### config.mk
export PLATFORM = sky130hd
export DESIGN_NAME = zube_fifo_flat
export DESIGN_NICKNAME = d
export VERILOG_FILES = /design/src/rtl/zube_fifo_if.sv /design/src/rtl/zube_fifo.sv /design/src/flat_wrapper.sv
export SDC_FILE = /design/constraint.sdc
export NUM_CORES = 1
export LEC_CHECK = 0
export CAP_MARGIN = 40
export CORE_UTILIZATION = 38
export DETAILED_ROUTE_END_ITERATION = 10
export DONT_BUFFER_PORTS = 1
export GPL_ROUTABILITY_DRIVEN = 0
export SLEW_MARGIN = 20
export SYNTH_ARGS = -nofsm -noshare
export SYNTH_HDL_FRONTEND = slang
export SYNTH_SLANG_ARGS = --single-unit
### constraint.sdc
create_clock -name clk -period 4.4 [get_ports clk]
set_input_delay 0.88 -clock clk [delete_from_list [all_inputs] [get_ports clk]]
set_output_delay 0.88 -clock clk [all_outputs]
set_load 0.1 [all_outputs]
### src/rtl/zube_fifo_if.sv
// zube_fifo_if: Z80 strobe bus and SoC valid/ready streams for the zube_fifo mailbox.
//   slave  : the mailbox block (samples Z80 strobes, drives read data, TX stream, RX ready)
//   master : the surrounding system (Z80 bus model and SoC endpoints)
interface zube_fifo_if;
    logic       z80_write_strobe_b;
    logic       z80_read_strobe_b;
    logic [7:0] z80_address_bus;
    logic [7:0] z80_data_bus_in;
    logic [7:0] z80_data_bus_out;
    logic       z80_bus_dir;
    logic       z80_int_b;
    logic [7:0] soc_tx_data;
    logic       soc_tx_valid;
    logic       soc_tx_ready;
    logic [7:0] soc_rx_data;
    logic       soc_rx_valid;
    logic       soc_rx_ready;

    modport slave (
        input  z80_write_strobe_b, z80_read_strobe_b, z80_address_bus, z80_data_bus_in,
        input  soc_tx_ready, soc_rx_data, soc_rx_valid,
        output z80_data_bus_out, z80_bus_dir, z80_int_b,
        output soc_tx_data, soc_tx_valid, soc_rx_ready
    );

    modport master (
        output z80_write_strobe_b, z80_read_strobe_b, z80_address_bus, z80_data_bus_in,
        output soc_tx_ready, soc_rx_data, soc_rx_valid,
        input  z80_data_bus_out, z80_bus_dir, z80_int_b,
        input  soc_tx_data, soc_tx_valid, soc_rx_ready
    );
endinterface

### src/rtl/zube_fifo.sv
// zube_fifo: Z80 I/O-port mailbox with a TX FIFO (Z80 writes -> SoC) and an RX FIFO
// (SoC -> Z80 reads).
//   clk, reset_b : system clock, asynchronous active-low reset
//   bus (slave)  : Z80 strobes/address/data, bus direction, interrupt, SoC TX/RX streams
// Register map: BASE_ADDR = DATA, BASE_ADDR+1 = STATUS (read) / CONTROL (write).
// Optional interrupt: define ZUBE_FIFO_IRQ_EN; without it z80_int_b is tied high.
module zube_fifo #(
    parameter logic [7:0]  BASE_ADDR   = 8'h80,
    parameter int unsigned DEPTH       = 8,
    parameter int unsigned SYNC_STAGES = 2
) (
    input logic        clk,
    input logic        reset_b,
    zube_fifo_if.slave bus
);
    localparam int unsigned PW        = $clog2(DEPTH);
    localparam int unsigned CW        = PW + 1;
    localparam logic [7:0]  CTRL_ADDR = BASE_ADDR + 8'd1;

    // Strobe synchronisers, edge detect and arming
    logic [SYNC_STAGES-1:0] wr_sync, rd_sync, settle;
    logic wr_prev, rd_prev, wr_armed, rd_armed;
    logic wr_fall, rd_fall, rd_rise;

    // A strobe only arms once the chain has flushed its reset value and shown a real
    // high level, so a strobe already low at reset release never fires.
    always_ff @(posedge clk or negedge reset_b) begin
        if (!reset_b) begin
            wr_sync  <= '1;
            rd_sync  <= '1;
            settle   <= '0;
            wr_prev  <= 1'b1;
            rd_prev  <= 1'b1;
            wr_armed <= 1'b0;
            rd_armed <= 1'b0;
        end else begin
            wr_sync  <= {wr_sync[SYNC_STAGES-2:0], bus.z80_write_strobe_b};
            rd_sync  <= {rd_sync[SYNC_STAGES-2:0], bus.z80_read_strobe_b};
            settle   <= {settle[SYNC_STAGES-2:0], 1'b1};
            wr_prev  <= wr_sync[SYNC_STAGES-1];
            rd_prev  <= rd_sync[SYNC_STAGES-1];
            wr_armed <= wr_armed | (settle[SYNC_STAGES-1] & wr_sync[SYNC_STAGES-1]);
            rd_armed <= rd_armed | (settle[SYNC_STAGES-1] & rd_sync[SYNC_STAGES-1]);
        end
    end

    assign wr_fall = wr_armed & wr_prev & ~wr_sync[SYNC_STAGES-1];
    assign rd_fall = rd_armed & rd_prev & ~rd_sync[SYNC_STAGES-1];
    assign rd_rise = ~rd_prev & rd_sync[SYNC_STAGES-1];

    // Address decode in the edge cycle
    logic wr_data_hit, wr_ctrl_hit, rd_data_hit, rd_stat_hit, flush;
    assign wr_data_hit = wr_fall && (bus.z80_address_bus == BASE_ADDR);
    assign wr_ctrl_hit = wr_fall && (bus.z80_address_bus == CTRL_ADDR);
    assign rd_data_hit = rd_fall && (bus.z80_address_bus == BASE_ADDR);
    assign rd_stat_hit = rd_fall && (bus.z80_address_bus == CTRL_ADDR);
    assign flush       = wr_ctrl_hit && bus.z80_data_bus_in[7];

    // FIFO storage and state
    logic [7:0]    tx_mem [DEPTH];
    logic [7:0]    rx_mem [DEPTH];
    logic [PW-1:0] tx_wr, tx_rd, rx_wr, rx_rd;
    logic [CW-1:0] tx_cnt, rx_cnt;
    logic          tx_full, tx_empty, rx_full, rx_empty;
    logic          tx_push, tx_pop, rx_push, rx_pop;
    logic          tx_ovf, rx_udf, tx_ovf_set, rx_udf_set;
    logic          pop_pending, irq_en_bit;
    logic [7:0]    status, data_out_q;
    logic          bus_dir_q;

    assign tx_full  = (tx_cnt == CW'(DEPTH));
    assign tx_empty = (tx_cnt == '0);
    assign rx_full  = (rx_cnt == CW'(DEPTH));
    assign rx_empty = (rx_cnt == '0);

    // Flush wins over any same-cycle SoC transfer; a full TX still accepts alongside a pop.
    assign tx_pop     = !tx_empty && bus.soc_tx_ready && !flush;
    assign tx_push    = wr_data_hit && (!tx_full || tx_pop);
    assign tx_ovf_set = wr_data_hit && tx_full && !tx_pop;
    assign rx_push    = bus.soc_rx_valid && !rx_full && !flush;
    assign rx_pop     = rd_rise && pop_pending && !rx_empty && !flush;
    assign rx_udf_set = rd_data_hit && rx_empty;

    assign status = {1'b0, irq_en_bit, rx_full, tx_empty, tx_ovf, rx_udf, !tx_full, !rx_empty};

    // Payload storage, no reset needed
    always_ff @(posedge clk) begin
        if (tx_push) tx_mem[tx_wr] <= bus.z80_data_bus_in;
        if (rx_push) rx_mem[rx_wr] <= bus.soc_rx_data;
    end

    // Pointers, counts, sticky flags and Z80 read path
    always_ff @(posedge clk or negedge reset_b) begin
        if (!reset_b) begin
            tx_wr       <= '0;
            tx_rd       <= '0;
            tx_cnt      <= '0;
            rx_wr       <= '0;
            rx_rd       <= '0;
            rx_cnt      <= '0;
            tx_ovf      <= 1'b0;
            rx_udf      <= 1'b0;
            pop_pending <= 1'b0;
            data_out_q  <= 8'h00;
            bus_dir_q   <= 1'b0;
        end else begin
            if (flush) begin
                tx_wr  <= '0;
                tx_rd  <= '0;
                tx_cnt <= '0;
                rx_wr  <= '0;
                rx_rd  <= '0;
                rx_cnt <= '0;
            end else begin
                if (tx_push) tx_wr <= tx_wr + PW'(1);
                if (tx_pop)  tx_rd <= tx_rd + PW'(1);
                if (rx_push) rx_wr <= rx_wr + PW'(1);
                if (rx_pop)  rx_rd <= rx_rd + PW'(1);
                tx_cnt <= tx_cnt + CW'(tx_push) - CW'(tx_pop);
                rx_cnt <= rx_cnt + CW'(rx_push) - CW'(rx_pop);
            end

            // Set wins over a same-cycle write-1-to-clear
            tx_ovf <= tx_ovf_set | (tx_ovf & ~(wr_ctrl_hit & bus.z80_data_bus_in[3]));
            rx_udf <= rx_udf_set | (rx_udf & ~(wr_ctrl_hit & bus.z80_data_bus_in[2]));

            if (rd_data_hit) begin
                bus_dir_q   <= 1'b1;
                data_out_q  <= rx_empty ? 8'h00 : rx_mem[rx_rd];
                pop_pending <= !rx_empty;
            end else if (rd_stat_hit) begin
                bus_dir_q  <= 1'b1;
                data_out_q <= status;
            end else if (rd_rise) begin
                bus_dir_q   <= 1'b0;
                pop_pending <= 1'b0;
            end else if (flush) begin
                pop_pending <= 1'b0;
            end
        end
    end

    assign bus.z80_data_bus_out = data_out_q;
    assign bus.z80_bus_dir      = bus_dir_q;
    assign bus.soc_tx_data      = tx_mem[tx_rd];
    assign bus.soc_tx_valid     = !tx_empty;
    assign bus.soc_rx_ready     = !rx_full;

`ifdef ZUBE_FIFO_IRQ_EN
    // Interrupt enable and registered active-low request
    logic irq_en, int_b_q;
    always_ff @(posedge clk or negedge reset_b) begin
        if (!reset_b) begin
            irq_en  <= 1'b0;
            int_b_q <= 1'b1;
        end else begin
            if (wr_ctrl_hit) irq_en <= bus.z80_data_bus_in[6];
            int_b_q <= ~(irq_en & (!rx_empty | rx_udf | tx_ovf));
        end
    end
    assign irq_en_bit    = irq_en;
    assign bus.z80_int_b = int_b_q;
`else
    assign irq_en_bit    = 1'b0;
    assign bus.z80_int_b = 1'b1;
`endif
endmodule
### src/flat_wrapper.sv
// flat-port wrapper written by rule: the top's interface ports become plain ports
module zube_fifo_flat 
#(
    parameter logic [7:0]  BASE_ADDR   = 8'h80,
    parameter int unsigned DEPTH       = 8,
    parameter int unsigned SYNC_STAGES = 2
)
  (clk, reset_b, bus_z80_write_strobe_b, bus_z80_read_strobe_b, bus_z80_address_bus, bus_z80_data_bus_in, bus_soc_tx_ready, bus_soc_rx_data, bus_soc_rx_valid, bus_z80_data_bus_out, bus_z80_bus_dir, bus_z80_int_b, bus_soc_tx_data, bus_soc_tx_valid, bus_soc_rx_ready);
  zube_fifo_if bus_i ();
  input logic clk;
  input logic reset_b;
  input wire logic [$bits(bus_i.z80_write_strobe_b)-1:0] bus_z80_write_strobe_b;
  input wire logic [$bits(bus_i.z80_read_strobe_b)-1:0] bus_z80_read_strobe_b;
  input wire logic [$bits(bus_i.z80_address_bus)-1:0] bus_z80_address_bus;
  input wire logic [$bits(bus_i.z80_data_bus_in)-1:0] bus_z80_data_bus_in;
  input wire logic [$bits(bus_i.soc_tx_ready)-1:0] bus_soc_tx_ready;
  input wire logic [$bits(bus_i.soc_rx_data)-1:0] bus_soc_rx_data;
  input wire logic [$bits(bus_i.soc_rx_valid)-1:0] bus_soc_rx_valid;
  output wire logic [$bits(bus_i.z80_data_bus_out)-1:0] bus_z80_data_bus_out;
  output wire logic [$bits(bus_i.z80_bus_dir)-1:0] bus_z80_bus_dir;
  output wire logic [$bits(bus_i.z80_int_b)-1:0] bus_z80_int_b;
  output wire logic [$bits(bus_i.soc_tx_data)-1:0] bus_soc_tx_data;
  output wire logic [$bits(bus_i.soc_tx_valid)-1:0] bus_soc_tx_valid;
  output wire logic [$bits(bus_i.soc_rx_ready)-1:0] bus_soc_rx_ready;
  assign bus_i.z80_write_strobe_b = bus_z80_write_strobe_b;
  assign bus_i.z80_read_strobe_b = bus_z80_read_strobe_b;
  assign bus_i.z80_address_bus = bus_z80_address_bus;
  assign bus_i.z80_data_bus_in = bus_z80_data_bus_in;
  assign bus_i.soc_tx_ready = bus_soc_tx_ready;
  assign bus_i.soc_rx_data = bus_soc_rx_data;
  assign bus_i.soc_rx_valid = bus_soc_rx_valid;
  assign bus_z80_data_bus_out = bus_i.z80_data_bus_out;
  assign bus_z80_bus_dir = bus_i.z80_bus_dir;
  assign bus_z80_int_b = bus_i.z80_int_b;
  assign bus_soc_tx_data = bus_i.soc_tx_data;
  assign bus_soc_tx_valid = bus_i.soc_tx_valid;
  assign bus_soc_rx_ready = bus_i.soc_rx_ready;
  zube_fifo #(.BASE_ADDR(BASE_ADDR), .DEPTH(DEPTH), .SYNC_STAGES(SYNC_STAGES)) u_core (.clk(clk), .reset_b(reset_b), .bus(bus_i));
endmodule
==> qor.txt <==
status: finished clean
GRT Overall Usage: 15.70%
vias in the first global route: 3739
# setup viols final: 0
worst vdd ir: 0.0004416 V
Seq/Total Area, Yosys: 70.20%
# nets final: 492
Hold Crit Class: input pin to async pin
deepest clock path buffer count: 2
drt wl/cell: 19.35 um
max incr delay on CP: 610 ps
Reg area: 4902 um2
antenna diode count: 0
Power Density: 610.2 nW/um2
post_cts resized: 0
layout cells sized above 1: 27.13%
crit path max-delay cell type: nor4_4
RSZ-0062 raised after global routing: false
Num CTS Buffers: 17
power share of the clock group: 31.4%
GRT Residual Overflow: 0
GRT met3 Usage: 4.893%
leakage: 3.027 nW
Residual DRC: 0
grt peak-use layer: met2
DR vias/cell: 5.087
clock transition at the registers of the reported paths: 70 ps
H-tree depth: 4
Worst EP arrival: 3320 ps
Synth Cell Area: 6983 um2
Syn Area/Cell: 17.16 um2
Yosys top cell area share: 55.04%
Setup Buffers After CTS: 0
Final period util: 68.97%
antenna violations before repair: 0
Initial Utilization: 38.87%
worst endpoint required time: 4690 ps
die height: 137.6 um
Max-Cap Viols: 0
Final Hold Fails: 0
Total Negative Setup Slacks: 0 ps
clock sinks: 170
Post-Route WL: 13280 um
Synth area leader: edfxtp_1
Die Area: 18920 um2
IO buf count: 0
IO Pins: 50
CTS Hold Bufs: 0
EDFF count, synth: 128
DR vias: 3490
max frequency: 329.5 MHz
DR pass1 iterations: 4
nature of the critical path startpoint: input pin
dpl hpwl: 9243 um
Synth Instances: 407
number of nets with antenna violations after routing: 0
Core Box Area: 17960 um2
Worst Path Max Fanout: 11
DRT iter0 DRCs: 196
Layout Skew: 9.360 ps
# rows: 49
CTS tree: done
worst skew pair latency: 430 ps
Synth area leaders: edfxtp_1 (55%), dfrtp_1 (13%), mux4_2 (10%)
chip width: 137.6 um
met1 global-route usage: 17.64%
P_int: 3.374 mW
FFs w/ async S/R, synth: 24.71%
Final Power: 5.068 mW
Gate power share: 28.6%
area of the multi-input gates: 1956 um2
Setup CP Type: input pin to register
YS warnings: 0
clk root buf: clkbuf_16
met2 Usage GRT: 27.89%
top_reg_cell synth: edfxtp_1
fin crit period: 3035 ps
Cell Chain, Critical Path: or4b_4 > nor4_4 > nor2_1 > ha_1 > inv_1 > ha_1 > fa_1 > xnor2_1 > nor2_1
fill count: 1541
sw frac: 33.42%
Pins Over Slew Limit: 0
sequential power share: 40.0%
fin cells: 686
first-pass GRT wire length: 21000 um
#FFs+latches synth: 170
area growth from synthesis to layout: 18.96%
Switching Power: 1.694 mW
worst slew pin tran: 706.5 ps
post-placement cell count: 653
largest net degree at the start of global routing: 43
Worst slew margin: 52.90%
critical path endpoint category: register
Yosys cell types: 46
through the flow:
step / hold WS, ps / area, um2 / worst slack [ps] / utilization, %
floorplan: 331.2 / 6987 / 947.8 / -
detailed placement: 348.1 / 7651 / 907.4 / 42.59
finish: 144.0 / 8307 / 1365 / 46.24
global placement: 335.0 / 7295 / 969.5 / 40.61
CTS: 116.1 / 8292 / 1225 / 46.16
global route: 117.9 / 8307 / 1221 / 46.24
power groups by stage:
| stage | Combinational (mW) | Clock, mW | Sequential [mW] |
|---|---|---|---|
| floorplan | 1.19 | 0 | 2.04 |
| global placement | 1.28 | 0 | 2.13 |
| detailed placement | 1.43 | 0 | 2.09 |
| CTS | 1.43 | 1.64 | 2.06 |
| global route | 1.56 | 1.70 | 2.04 |
| finish | 1.45 | 1.59 | 2.03 |
final cells by class:
cell class | instances | area share [%]
sequential | 170 | 59.01
multi-input combinational | 201 | 23.54
timing repair buffer | 34 | 5.377
clock buffer | 17 | 5.121
tap | 229 | 3.449
clock inverter | 15 | 2.591
inverter | 20 | 0.9038
worst paths after layout:
kind	startpoint	cells past startpoint	slack, ps	endpoint
setup / recovery	bus_z80_address_bus[5]	9	1370	u_core.tx_cnt[2]$_DFF_PN0_
hold / removal	reset_b	0	140	u_core.rx_cnt[3]$_DFF_PN0_
setup reg to reg	u_core.tx_cnt[2]$_DFF_PN0_	11	1390	u_core.tx_cnt[2]$_DFF_PN0_
hold reg to reg	u_core.rd_sync[0]$_DFF_PN1_	0	360	u_core.rd_sync[1]$_DFF_PN1_
max in group asynchronous	reset_b	0	4070	u_core.rd_sync[0]$_DFF_PN1_
min in group clk	u_core.rd_sync[0]$_DFF_PN1_	0	360	u_core.rd_sync[1]$_DFF_PN1_
state kept, by name (all words and copies together) (netlist names), 3 cells and up:
name / count
u_core.bus.z80_data_bus_out: 8
u_core.rx_cnt: 4
u_core.rx_mem: 64
u_core.rx_rd: 3
u_core.rx_wr: 3
u_core.tx_cnt: 4
u_core.tx_mem: 64
u_core.tx_rd: 3
u_core.tx_wr: 3
worst max-delay path, delay by kind of cell:
family	cells	cell delay, ps
xor gates and xnor gates	1	160
adders and majority gates	3	880
buffers and inverters	1	40
and+or+nand+nor	4	1350
cells by family (layout without fill, tap and decap cells):
logic type | count (synthesis) | in the layout | share of synthesized area [%]
fa+ha+maj | 18 | 18 | 3.440
simple gates | 86 | 86 | 6.755
flops | 170 | 170 | 70.20
mux | 51 | 51 | 13.28
buf+inv | 37 | 86 | 2.114
compound gates | 34 | 34 | 2.903
other cells | 1 | 2 | 0.05370
xor+xnor | 10 | 10 | 1.254
placed cells by master (no fill, tap or decap), drive strengths merged, types with 3 or more instances in the layout:
| cell type | instances |
|---|---|
| nor3 | 7 |
| xnor2 | 6 |
| dfrtp | 36 |
| buf | 34 |
| nand3 | 8 |
| nor4 | 3 |
| nor2 | 30 |
| a22oi | 3 |
| bufinv | 4 |
| or3 | 3 |
| inv | 24 |
| or3b | 4 |
| clkbuf | 17 |
| xor2 | 4 |
| nand2b | 4 |
| mux2 | 13 |
| clkinv | 6 |
| a21o | 4 |
| mux4 | 32 |
| nand2 | 11 |
| ha | 16 |
| o21ai | 4 |
| edfxtp | 128 |
| dfstp | 6 |
| a21oi | 16 |
| nor2b | 7 |
| mux2i | 6 |
metal layers:
metal | up-vias | wire [um] | part of all wire [%]
li1 | 1626 | - | -
met1 | 1797 | 5137 | 39
met2 | 57 | 7331 | 55
met3 | 10 | 654 | 4.9
met4 | 0 | 151 | 1.1
met5 | - | 0 | 0
cells in the mapped netlist (2+ instances only):
| library cell | number |
|---|---|
| fa_1 | 2 |
| ha_1 | 16 |
| nand2_1 | 11 |
| nor3_1 | 7 |
| dfstp_2 | 6 |
| or3b_2 | 4 |
| dfrtp_1 | 36 |
| o21ai_0 | 4 |
| or3_1 | 2 |
| clkbuf_1 | 9 |
| edfxtp_1 | 128 |
| mux2i_1 | 6 |
| nor2_1 | 30 |
| a22oi_1 | 3 |
| xnor2_1 | 6 |
| buf_2 | 4 |
| mux4_2 | 32 |
| nor2b_1 | 7 |
| inv_1 | 20 |
| a21oi_1 | 16 |
| o22ai_1 | 2 |
| nand2b_1 | 4 |
| xor2_1 | 4 |
| buf_1 | 3 |
| or4_1 | 2 |
| nand3_1 | 8 |
| mux2_2 | 13 |
| a21o_1 | 4 |
Note: power is estimated with default switching activity, not from simulation.
